`src/rtl/key_enable_gen.sv`:
```
// Debounced key front end producing a one-cycle enable strobe per accepted press.
// Define KEY_AUTO_REPEAT_EN to build the auto-repeat strobes while the key is held.
module key_enable_gen #(
  parameter int DEBOUNCE_CYCLES = 4,
  parameter int REPEAT_DELAY    = 8,
  parameter int REPEAT_PERIOD   = 4
) (
  input  logic       clk,
  input  logic       reset,
  input  logic       btn_in,
  output logic       enable,
  output logic       btn_level,
  output logic [7:0] pulse_count
);

  localparam int DB_W = (DEBOUNCE_CYCLES > 2) ? $clog2(DEBOUNCE_CYCLES) : 1;
  localparam logic [DB_W-1:0] DB_LAST = DB_W'(DEBOUNCE_CYCLES - 1);

  if (DEBOUNCE_CYCLES < 2) begin : g_bad_debounce
    $error("key_enable_gen: DEBOUNCE_CYCLES must be >= 2");
  end
  if (REPEAT_DELAY < 1) begin : g_bad_delay
    $error("key_enable_gen: REPEAT_DELAY must be >= 1");
  end
  if (REPEAT_PERIOD < 1) begin : g_bad_period
    $error("key_enable_gen: REPEAT_PERIOD must be >= 1");
  end

  typedef enum logic {
    IDLE = 1'b0,
    HELD = 1'b1
  } state_t;

  logic            s1;
  logic            btn_sync;
  logic [DB_W-1:0] db_cnt;
  logic            level_toggle;
  logic            level_rise;
  logic            level_fall;
  state_t          state;
  state_t          state_nxt;
  logic            strobe;

  // Stage: two-flop synchroniser for the asynchronous key input
  always_ff @(posedge clk) begin
    if (reset) begin
      s1       <= 1'b0;
      btn_sync <= 1'b0;
    end else begin
      s1       <= btn_in;
      btn_sync <= s1;
    end
  end

  // Stage: debounce, level accepted after DEBOUNCE_CYCLES consecutive disagreeing samples
  always_comb begin
    level_toggle = (btn_sync != btn_level) && (db_cnt == DB_LAST);
    level_rise   = level_toggle && !btn_level;
    level_fall   = level_toggle && btn_level;
  end

  always_ff @(posedge clk) begin
    if (reset) begin
      db_cnt    <= '0;
      btn_level <= 1'b0;
    end else if (btn_sync == btn_level) begin
      db_cnt    <= '0;
    end else if (level_toggle) begin
      db_cnt    <= '0;
      btn_level <= ~btn_level;
    end else begin
      db_cnt    <= db_cnt + 1'b1;
    end
  end

`ifdef KEY_AUTO_REPEAT_EN
  localparam int RPT_MAX = (REPEAT_DELAY > REPEAT_PERIOD) ? REPEAT_DELAY : REPEAT_PERIOD;
  localparam int RPT_W   = (RPT_MAX > 2) ? $clog2(RPT_MAX) : 1;
  localparam logic [RPT_W-1:0] DELAY_LAST  = RPT_W'(REPEAT_DELAY - 1);
  localparam logic [RPT_W-1:0] PERIOD_LAST = RPT_W'(REPEAT_PERIOD - 1);

  logic [RPT_W-1:0] rpt_cnt;
  logic [RPT_W-1:0] rpt_cnt_nxt;
  logic             rpt_periodic;
  logic             rpt_periodic_nxt;
  logic             rpt_hit;

  // rpt_periodic selects the repeat period once the initial delay has elapsed
  always_comb begin
    rpt_hit = rpt_periodic ? (rpt_cnt == PERIOD_LAST) : (rpt_cnt == DELAY_LAST);
  end
`endif

  // Stage: press FSM and strobe generation
  always_comb begin
    state_nxt = state;
    strobe    = 1'b0;
`ifdef KEY_AUTO_REPEAT_EN
    rpt_cnt_nxt      = rpt_cnt;
    rpt_periodic_nxt = rpt_periodic;
`endif
    case (state)
      IDLE: begin
        if (level_rise) begin
          state_nxt = HELD;
          strobe    = 1'b1;
`ifdef KEY_AUTO_REPEAT_EN
          rpt_cnt_nxt      = '0;
          rpt_periodic_nxt = 1'b0;
`endif
        end
      end
      HELD: begin
        // A release on a repeat edge takes priority and suppresses the strobe
        if (level_fall) begin
          state_nxt = IDLE;
        end else begin
`ifdef KEY_AUTO_REPEAT_EN
          if (rpt_hit) begin
            strobe           = 1'b1;
            rpt_cnt_nxt      = '0;
            rpt_periodic_nxt = 1'b1;
          end else begin
            rpt_cnt_nxt      = rpt_cnt + 1'b1;
          end
`endif
        end
      end
      default: state_nxt = IDLE;
    endcase
  end

  always_ff @(posedge clk) begin
    if (reset) begin
      state <= IDLE;
`ifdef KEY_AUTO_REPEAT_EN
      rpt_cnt      <= '0;
      rpt_periodic <= 1'b0;
`endif
    end else begin
      state <= state_nxt;
`ifdef KEY_AUTO_REPEAT_EN
      rpt_cnt      <= rpt_cnt_nxt;
      rpt_periodic <= rpt_periodic_nxt;
`endif
    end
  end

  // Stage: registered strobe and wrapping strobe counter
  always_ff @(posedge clk) begin
    if (reset) begin
      enable      <= 1'b0;
      pulse_count <= 8'd0;
    end else begin
      enable <= strobe;
      if (strobe) begin
        pulse_count <= pulse_count + 8'd1;
      end
    end
  end

endmodule

```
`config.mk`:
```
export PLATFORM = sky130hd
export DESIGN_NAME = key_enable_gen
export DESIGN_NICKNAME = d
export VERILOG_FILES = /design/src/rtl/key_enable_gen.sv
export SDC_FILE = /design/constraint.sdc
export NUM_CORES = 1
export LEC_CHECK = 0
export CORE_AREA = 5 5 42 44
export DETAILED_ROUTE_END_ITERATION = 8
export DIE_AREA = 0 0 47 49
export HOLD_SLACK_MARGIN = 0.1
export PLACE_DENSITY = 0.68
export SYNTH_ARGS = -nofsm -noshare
export SYNTH_HDL_FRONTEND = slang
export SYNTH_SLANG_ARGS = --single-unit
export TNS_END_PERCENT = 1
```
`constraint.sdc`:
```
create_clock -name clk -period 1.7 [get_ports clk]
set_input_delay 0.17 -clock clk [delete_from_list [all_inputs] [get_ports clk]]
set_output_delay 0.17 -clock clk [all_outputs]
set_load 0.02 [all_outputs]
```
; ---- After elaboration in Yosys (flattened, before gate mapping)
; Index checks and enable logic that the tools add are counted.
[op_classes]
reduce_logical = 6
eq_ne = 3
bitwise_logic = 3
addsub = 2
muxes = 4
[op_table]
columns = cell, n
row1 = $add 8x1->8 const B, 1
row2 = $logic_and 1x1->1, 3
row3 = $mux 1, 3
row4 = $not 1->1, 3
row5 = $reduce_or 3->1, 1
row6 = $add 2x1->2 const B, 1
row7 = $eq 2x2->1 const B, 1
row8 = $pmux 1 s2, 1
row9 = $reduce_and 2->1, 1
row10 = $eq 1x1->1, 1
row11 = $logic_not 1->1, 1
row12 = $ne 1x1->1, 1
[totals]
in_bits = 3
ff_bits = 15
output_inout_bits = 10

; ---- Longest topological paths before layout
; Gate-level depths: netlist (run 1).
[logic_depth]
ltp_word = 5
mapped_depth = 4
mapped_depth_nobuf = 4

; ---- Least setup slack after synthesis (run 1)
; No wires, ideal clock.
[synth_path]
kind = flip-flop to flip-flop
from = reg db_cnt[0]
to = reg pulse_count[5]
setup_slack_ns = 0.310
path_stages_with_launch = 5
t_required_ns = 1.629
setup_time_ns = 0.071
path_buffers = 0
period_less_slack_ns = 1.390
arrival_time_ns = 1.319
path_cell_list = dfxtp_1 ha_1 nand3b_4 or4_1 a21oi_1
[synth_between]
elab_chain_cells = 5
[synth_lines]
columns = item, line
row1 = from (decl), 36  ; logic [DB_W-1:0] db_cnt;
row2 = from (signal assigned), 72  ; db_cnt <= db_cnt + 1'b1;
row3 = $eq 2x2->1, 57  ; level_toggle = (btn_sync != btn_level) && (db_cnt == DB_LAST);
row4 = $logic_and 1x1->1, 57
row5 = $logic_and 1x1->1, 58  ; level_rise = level_toggle && !btn_level;
row6 = $mux 1, 104  ; if (level_rise) begin
row7 = $mux 1, 102  ; case (state)
row8 = to (signal assigned), 157  ; pulse_count <= pulse_count + 8'd1;
row9 = to (decl), 13  ; output logic [7:0] pulse_count
; Every way passes these cells.
; A chain may end at the register's enable or synchronous reset.

; ---- Worst setup path after layout (run 1)
[layout_path]
from = reg pulse_count[3]
to = out pulse_count[3]
; No word-level cell between the ends.

==> flow_summary.toml, run 1 <==
[run_status]
status = "finished, final reports clean"

[route]
routed-wl-met3_um = 61
drc_errors = 0
routedWlPerCell_um = 11.3
vias = 440
ant_nets = 0
m1WireLength_um = 439
firstDrtPassIters = 2
wl_met2_um = 427
vias_per_cell = 5.12
highest_layer = "met4"
wirelength_um = 970
drtIter0Drc = 5

[yosys]
syn_inst = 55
syn_area_per_cell_um2 = 10.0
yosys.area.top_type_share_pct = 50.9
synth_seq_area_share_pct = 50.9
syn_area_um2 = 551
synth_nets = 60
synth-seq-cells = 14
yosysTopAreaCell = "dfxtp_1"
ys_types = 20
yosys-top-cells-area = "dfxtp_1 (51%), a21oi_1 (4.5%), ha_1 (4.5%)"
yosys_warnings = 0

[timing]
period_minus_slack_ns = 1.53
worstMarginPinSlew_ns = 0.230
fin_crit_sh_pct = 89.8
finalHoldViolCount = 0
timing.fmax_ghz = 0.655
slew_headroom_pct = 84.6
setup_viol = 0
tns_ns = 0
rsz0062_at_grt = "no"
hold-worst-slack_ns = 0.422
fin_worst_skew_ns = 0.000395
report.final.slew_viol_count = 0

[setup_path]
setup.worst_path.class = "register to primary output"
timing.critical_path.cells = "clkdlybuf4s50_1"
r2r-end = "pulse_count[5]$_SDFFE_PP0P_"
path_depth = 1
crit_required_ns = 1.53
path_buf_inv = 1
slowest_delay_ns = 0.65
startpoint_type = "register"
crit_path_start = "pulse_count[3]$_SDFFE_PP0P_"
r2r_start = "db_cnt[0]$_SDFF_PP0_"
rrSetupSlack_ns = 0.23
critPathCaptureType = "primary output"
slowest_stage = "clkdlybuf4s50_1"
worstRegToRegCells = 4
worstPathMaxFanout = 7
crit_arrival_ns = 1.36
crit_family = "buffers and inverters"
cp-endpoint = "pulse_count[3]"

[layout]
nets = 77
area_delta_synth_final_pct = 30.2
postLayoutCoreUtil_pct = 51.2
drive_gt1_share_pct = 8.57
fillers = 147
instances_no_fill = 86
antenna-diode-count = 0

[global_routing]
grt_pass1_vias = 383
grt_max_degree = 13
grt_pass1_wl_um = 1660
gr-usage-all-layers_pct = 10.3
grt.overflow.total = 0
antenna_found_initial = 0

[place]
dp_hpwl_um = 723
io_buffers = 12
dp.cells = 83
routabilityCongestion = 0.748

[floorplanning]
dieWidth_um = 47
die_h_um = 49
io_pins = 13
std_cell_rows = 14
die_area_um2 = 2300
start_util_pct = 39.3
core_um2 = 1400

[clocking]
cts_root_buffer = "clkbuf_4"
cts_buffers = 3
cts_resized = 0
cts_tree = "built"
cts_buffer_depth = 2
cts_max_level = 1
cts.clk_slew.worst_paths_ns = 0.07
clock-sinks = 14
worst_skew_pair.late_latency_ns = 0.27
hold_buffers = 0
post_cts_buffers = 0

[hold_path]
hp-class = "register to register"

[pwr]
powerDensity_nw_per_um2 = 729
peakVddDrop_mv = 0.346
p_leak_nw = 0.283

[run]
cap_violations = 0
## worst min path at each step
stage / from / to / slack, ns / cells after the start
after floorplan: reset / btn_sync$_SDFF_PP0_ / 0.24 / 1
after global placement: db_cnt[0]$_SDFF_PP0_ / db_cnt[0]$_SDFF_PP0_ / 0.41 / 1
after detailed placement: db_cnt[0]$_SDFF_PP0_ / db_cnt[0]$_SDFF_PP0_ / 0.41 / 1
after CTS: db_cnt[0]$_SDFF_PP0_ / db_cnt[0]$_SDFF_PP0_ / 0.43 / 1
after global routing: db_cnt[0]$_SDFF_PP0_ / db_cnt[0]$_SDFF_PP0_ / 0.44 / 1
final: db_cnt[0]$_SDFF_PP0_ / db_cnt[0]$_SDFF_PP0_ / 0.42 / 1
## registers in the layout (all words and copies together), names as in the netlist
signal and count:
enable 1, pulse_count 8, btn_level 1, db_cnt 2
s1 1, btn_sync 1
## stage by stage
stage	area (um^2)	power (mW)	worst slack [ns]
after floorplan	551	0.346	0.310
after global placement	694	0.355	0.267
after detailed placement	694	0.355	0.244
after CTS	717	0.534	0.166
after global routing	717	0.550	0.0899
final	717	0.522	0.174
## cell usage after synthesis
master and instances:
o21ai_0 3, or3_2 1, inv_1 1, buf_1 1
nor2_1 6, o31ai_1 2, or3_1 3, nand3b_4 1
a21oi_1 5, or4_1 2, nand4_1 2, xnor2_1 2
xor2_1 1, nand4b_1 1, nor2b_1 3, ha_1 2
nand2_1 2, dfxtp_1 14, mux2i_1 2, nand3_1 1
## kinds of logic (layout without fill, tap and decap cells)
logic type | count (synthesis) | after routing | synth area share, %
muxes | 2 | 2 | 3.64
adders and majority gates | 2 | 2 | 4.54
and+or+nand+nor | 22 | 22 | 24.8
buffers and inverters | 2 | 17 | 1.36
xor gates and xnor gates | 3 | 3 | 4.77
AOI/OAI and AO/OA | 10 | 10 | 10.0
DFF | 14 | 14 | 50.9
## final cells by class
class / instances / area (um^2) / share of cell area [%]
Clock buffer: 3 / 22.5 / 3.14
Inverter: 1 / 3.75 / 0.524
Multi-Input combinational cell: 39 / 263 / 36.6
Sequential cell: 14 / 280 / 39.1
Tap cell: 16 / 20.0 / 2.79
Timing Repair Buffer: 13 / 128 / 17.8
## cell usage in the layout (no fill, tap or decap), types with 2 or more instances in the layout
master / count
dfxtp_1: 14
a21oi_1: 5
or3_1: 3
o31ai_1: 2
nand4_1: 2
clkdlybuf4s50_1: 12
mux2i_1: 2
nor2_1: 6
o21ai_0: 3
xnor2_1: 2
clkbuf_4: 3
ha_1: 2
or4_1: 2
nor2b_1: 3
nand2_1: 2
## routing by layer
metal / global-route usage (%) / vias up
met4: 9.68 / 0
met5: 0 / -
met3: 2.21 / 5
met2: 13.6 / 11
met1: 13.0 / 195
li1: - / 229
## where the power goes
| group | total [mW] | internal (mW) | switching [mW] | leakage (nW) |
|---|---|---|---|---|
| Combinational | 0.0141 | 0.00795 | 0.00611 | 0.156 |
| Clock | 0.176 | 0.0822 | 0.0937 | 0.0138 |
| Sequential | 0.333 | 0.331 | 0.00199 | 0.113 |
(Power assumes the default switching activity.)
==> inputs of run 2 (changes only) <==
Settings changed: CORE_AREA 5 5 42 44 to 2 2 39 41, DIE_AREA 0 0 47 49 to 0 0 41 43.
==> run 2 against run 1 <==
  * Utilization grew 0.65 points
  * Clock power hardly changed
  * Register-to-register slack is essentially flat
  * First-iteration DRC count decreased by 100%
  * Non-clock buffer count did not move
  * Critical path type unchanged
  * Cell area did not move
  * Hold slack better by 0.0041 ns
==> flow_summary.toml, run 2 (same netlist as run 1, synthesis figures left out) <==
[place]
dp.cells = 83
dp_hpwl_um = 723
io_buffers = 12
routabilityCongestion = 0.695
pre_cts_ws_ns = 0.232

[layout]
drive_gt1_share_pct = 8.57
final-seq-area_um2 = 280
fillers = 143
multi_input_area_um2 = 263
antenna-diode-count = 0
final_common_cell = "dfxtp_1"
most-common-layout-cells = "dfxtp_1 (14), clkdlybuf4s50_1 (12), nor2_1 (6), a21oi_1 (5)"
regMostFlops = "pulse_count"
area_delta_synth_final_pct = 30.2
top_regs = "pulse_count: 8 flops, db_cnt: 2 flops"
nets = 77
instances_no_fill = 86
largest_reg_flops = 8

[clocking]
cts_max_level = 1
clock-sinks = 14
worst_skew_pair.late_latency_ns = 0.27
cts_resized = 0
cts_root_buffer = "clkbuf_4"
cts_buffer_depth = 2
cts.clk_slew.worst_paths_ns = 0.07
cts_tree = "built"
cts_buffers = 3
hold_buffers = 0
post_cts_buffers = 0

[setup_path]
crit_arrival_ns = 1.35
path_buf_inv = 1
slowest_stage = "clkdlybuf4s50_1"
slowest_delay_ns = 0.64
timing.critical_path.cells = "clkdlybuf4s50_1"
setup.worst_path.class = "register to primary output"
crit_family = "buffers and inverters"
crit_required_ns = 1.53
worstPathMaxFanout = 7
startpoint_type = "register"
critPathCaptureType = "primary output"

[route]
vias_per_cell = 5.03
drc_errors = 0
wirelength_um = 965
drtIter0Drc = 0
ant_nets = 0
vias = 433
firstDrtPassIters = 1
routedWlPerCell_um = 11.2

[floorplanning]
die_area_um2 = 1760
dieWidth_um = 41
core_um2 = 1380
start_util_pct = 39.8
std_cell_rows = 14
die_h_um = 43
io_pins = 13

[run_status]
status = "finished, final reports clean"

[timing]
timing.fmax_ghz = 0.658
report.final.slew_viol_count = 0
fin_crit_sh_pct = 89.4
slew_headroom_pct = 84.0
worstMarginPinSlew_ns = 0.238
fin_ws_ns = 0.180
fin_worst_skew_ns = 0.00488
tns_ns = 0
setup_viol = 0
finalHoldViolCount = 0
rsz0062_at_grt = "no"
period_minus_slack_ns = 1.52

[global_routing]
grt.overflow.total = 0
gr-usage-all-layers_pct = 15.0
grt_pass1_wl_um = 1730
antenna_found_initial = 0
grt_pass1_vias = 407
grt_max_degree = 13

[pwr]
p_leak_nw = 0.283
powerDensity_nw_per_um2 = 729
peakVddDrop_mv = 0.604

[run]
cap_violations = 0

[hold_path]
hp-class = "register to register"
run 2: final timing paths:
path	start	end	slack [ns]	cells past startpoint
setup reg to reg	db_cnt[0]$_SDFF_PP0_	pulse_count[5]$_SDFFE_PP0P_	0.22	4
setup / recovery	pulse_count[3]$_SDFFE_PP0P_	pulse_count[3]	0.18	1
hold reg to reg	db_cnt[0]$_SDFF_PP0_	db_cnt[0]$_SDFF_PP0_	0.43	1
hold / removal	db_cnt[0]$_SDFF_PP0_	db_cnt[0]$_SDFF_PP0_	0.43	1
run 2: routing by layer:
metal / wire length (um) / global-route usage, % / up-vias
li1: - / - / 228
met1: 468 / 18.1 / 196
met2: 448 / 20.6 / 7
met3: 28 / 6.28 / 2
met4: 19 / 10.0 / 0
met5: 0 / 0 / -
run 2: metrics by stage:
stage | hold slack [ns] | cell area, um^2 | power, mW | util (%)
2_1_floorplan | 0.242 | 551 | 0.346 | -
3_3_place_gp | 0.406 | 694 | 0.355 | 50.2
3_5_place_dp | 0.420 | 694 | 0.355 | 50.2
4_1_cts | 0.432 | 717 | 0.535 | 51.8
5_1_grt | 0.442 | 717 | 0.555 | 51.8
6_report | 0.426 | 717 | 0.523 | 51.8
run 2: layout make-up:
| type | instances | area share (%) |
|---|---|---|
| flip-flops and latches | 14 | 39.1 |
| multi-input cells | 39 | 36.6 |
| repair buffers | 13 | 17.8 |
| clock buffers | 3 | 3.14 |
| well taps | 16 | 2.79 |
| inverters | 1 | 0.524 |
run 2: power breakdown:
part | internal (mW) | total, mW | switching (mW)
sequential | 0.330 | 0.333 | 0.00221
combinational | 0.00799 | 0.0143 | 0.00627
clock | 0.0818 | 0.176 | 0.0943
total | 0.420 | 0.523 | 0.103
==> inputs of run 3 (changes only) <==
Settings changed: REMOVE_ABC_BUFFERS set to 1.
==> run 3 against run 2 <==
  * Non-clock buffer count is the same
  * Die area unchanged
  * Sequential power about the same
  * Global-route usage shrank 0.42 points
  * Largest cell class unchanged
  * Cell area grew 1.9%
  * Worst setup slack improved by 0.0061 ns
  * First-iteration DRC count is 1 higher
  * Largest power group unchanged
  * Cell count grew 1.2%
  * Highest routed layer unchanged
==> flow_summary.toml, run 3 (same netlist as run 1, synthesis figures left out) <==
[run_status]
status = "finished, final reports clean"

[route]
wirelength_um = 994
vias = 443
ant_nets = 0
firstDrtPassIters = 4
routedWlPerCell_um = 11.4
drc_errors = 0
vias_per_cell = 5.09
drtIter0Drc = 1

[timing]
report.final.slew_viol_count = 0
timing.fmax_ghz = 0.661
fin_crit_sh_pct = 89.0
setup_viol = 0
tns_ns = 0
slew_headroom_pct = 84.9
period_minus_slack_ns = 1.51
fin_ws_ns = 0.187
fin_worst_skew_ns = 0.00150
worstMarginPinSlew_ns = 0.226
rsz0062_at_grt = "no"
hold-worst-slack_ns = 0.428
finalHoldViolCount = 0

[setup_path]
crit_required_ns = 1.53
r2r-end = "pulse_count[7]$_SDFFE_PP0P_"
timing.critical_path.cells = "clkdlybuf4s50_1"
slowest_stage = "clkdlybuf4s50_1"
r2r_start = "db_cnt[0]$_SDFF_PP0_"
setup.worst_path.class = "register to primary output"
rrSetupSlack_ns = 0.20
path_depth = 1
worstRegToRegCells = 4
slowest_delay_ns = 0.64
critPathCaptureType = "primary output"
crit_family = "buffers and inverters"
startpoint_type = "register"
worstPathMaxFanout = 5
path_buf_inv = 1
crit_path_start = "pulse_count[2]$_SDFFE_PP0P_"
cp-endpoint = "pulse_count[2]"
crit_arrival_ns = 1.34

[hold_path]
hp-class = "register to register"

[global_routing]
grt_pass1_wl_um = 1680
grt.overflow.total = 0
antenna_found_initial = 0
grt_max_degree = 13
grt_pass1_vias = 398
gr-usage-all-layers_pct = 14.5

[floorplanning]
core_um2 = 1380
std_cell_rows = 14
die_h_um = 43
die_area_um2 = 1760
start_util_pct = 39.8
dieWidth_um = 41
io_pins = 13

[clocking]
clock-sinks = 14
cts_tree = "built"
cts_max_level = 1
cts_resized = 0
cts_buffer_depth = 2
post_cts_buffers = 0
hold_buffers = 0
cts.clk_slew.worst_paths_ns = 0.08
cts_root_buffer = "clkbuf_4"
worst_skew_pair.late_latency_ns = 0.27
cts_buffers = 3

[place]
place_area_um2 = 694
pre_cts_ws_ns = 0.205
dp_hpwl_um = 717
routabilityCongestion = 0.648
dp.cells = 83
io_buffers = 12

[pwr]
power_mw = 0.581
peakVddDrop_mv = 0.563
powerDensity_nw_per_um2 = 795
p_leak_nw = 0.290

[layout]
drive_gt1_share_pct = 9.86
regMostFlops = "pulse_count"
area_delta_synth_final_pct = 32.7
postLayoutCoreUtil_pct = 52.8
most-common-layout-cells = "dfxtp_1 (14), clkdlybuf4s50_1 (12), nor2_1 (6), a21oi_1 (5)"
instances_no_fill = 87
nets = 77
top_regs = "pulse_count: 8 flops, db_cnt: 2 flops"
largest_reg_flops = 8
antenna-diode-count = 0
fin_area_um2 = 731
final_common_cell = "dfxtp_1"

[run]
cap_violations = 0
[run 3: cell type report]
type	instances	area, um^2
Sequential cell	14	280
Inverter	1	3.75
Clock buffer	4	36.3
Fill cell	139	653
Tap cell	16	20.0
Multi-Input combinational cell	39	263
Timing Repair Buffer	13	128
[run 3: worst min-delay path by stage]
| stage | endpoint | from | depth (start not counted) |
|---|---|---|---|
| floorplan | pulse_count[3]$_SDFFE_PP0P_ | reset | 1 |
| finish | db_cnt[0]$_SDFF_PP0_ | db_cnt[0]$_SDFF_PP0_ | 1 |
| detailed placement | db_cnt[0]$_SDFF_PP0_ | db_cnt[0]$_SDFF_PP0_ | 1 |
| global route | db_cnt[0]$_SDFF_PP0_ | db_cnt[0]$_SDFF_PP0_ | 1 |
| global placement | db_cnt[0]$_SDFF_PP0_ | db_cnt[0]$_SDFF_PP0_ | 1 |
| CTS | db_cnt[0]$_SDFF_PP0_ | db_cnt[0]$_SDFF_PP0_ | 1 |
[run 3: report_power, final]
group | total, mW | switching, mW | internal [mW]
registers | 0.333 | 0.00222 | 0.331
logic | 0.0145 | 0.00657 | 0.00796
clock network | 0.233 | 0.103 | 0.130
[run 3: per-layer routing]
metal	track usage [%]	vias up	wire length, um	share of wire, %
met5	0	-	0	0
met1	16.7	203	469	47
met2	21.6	8	475	48
met4	10.0	0	10	1.0
li1	-	230	-	-
met3	4.71	2	39	3.9
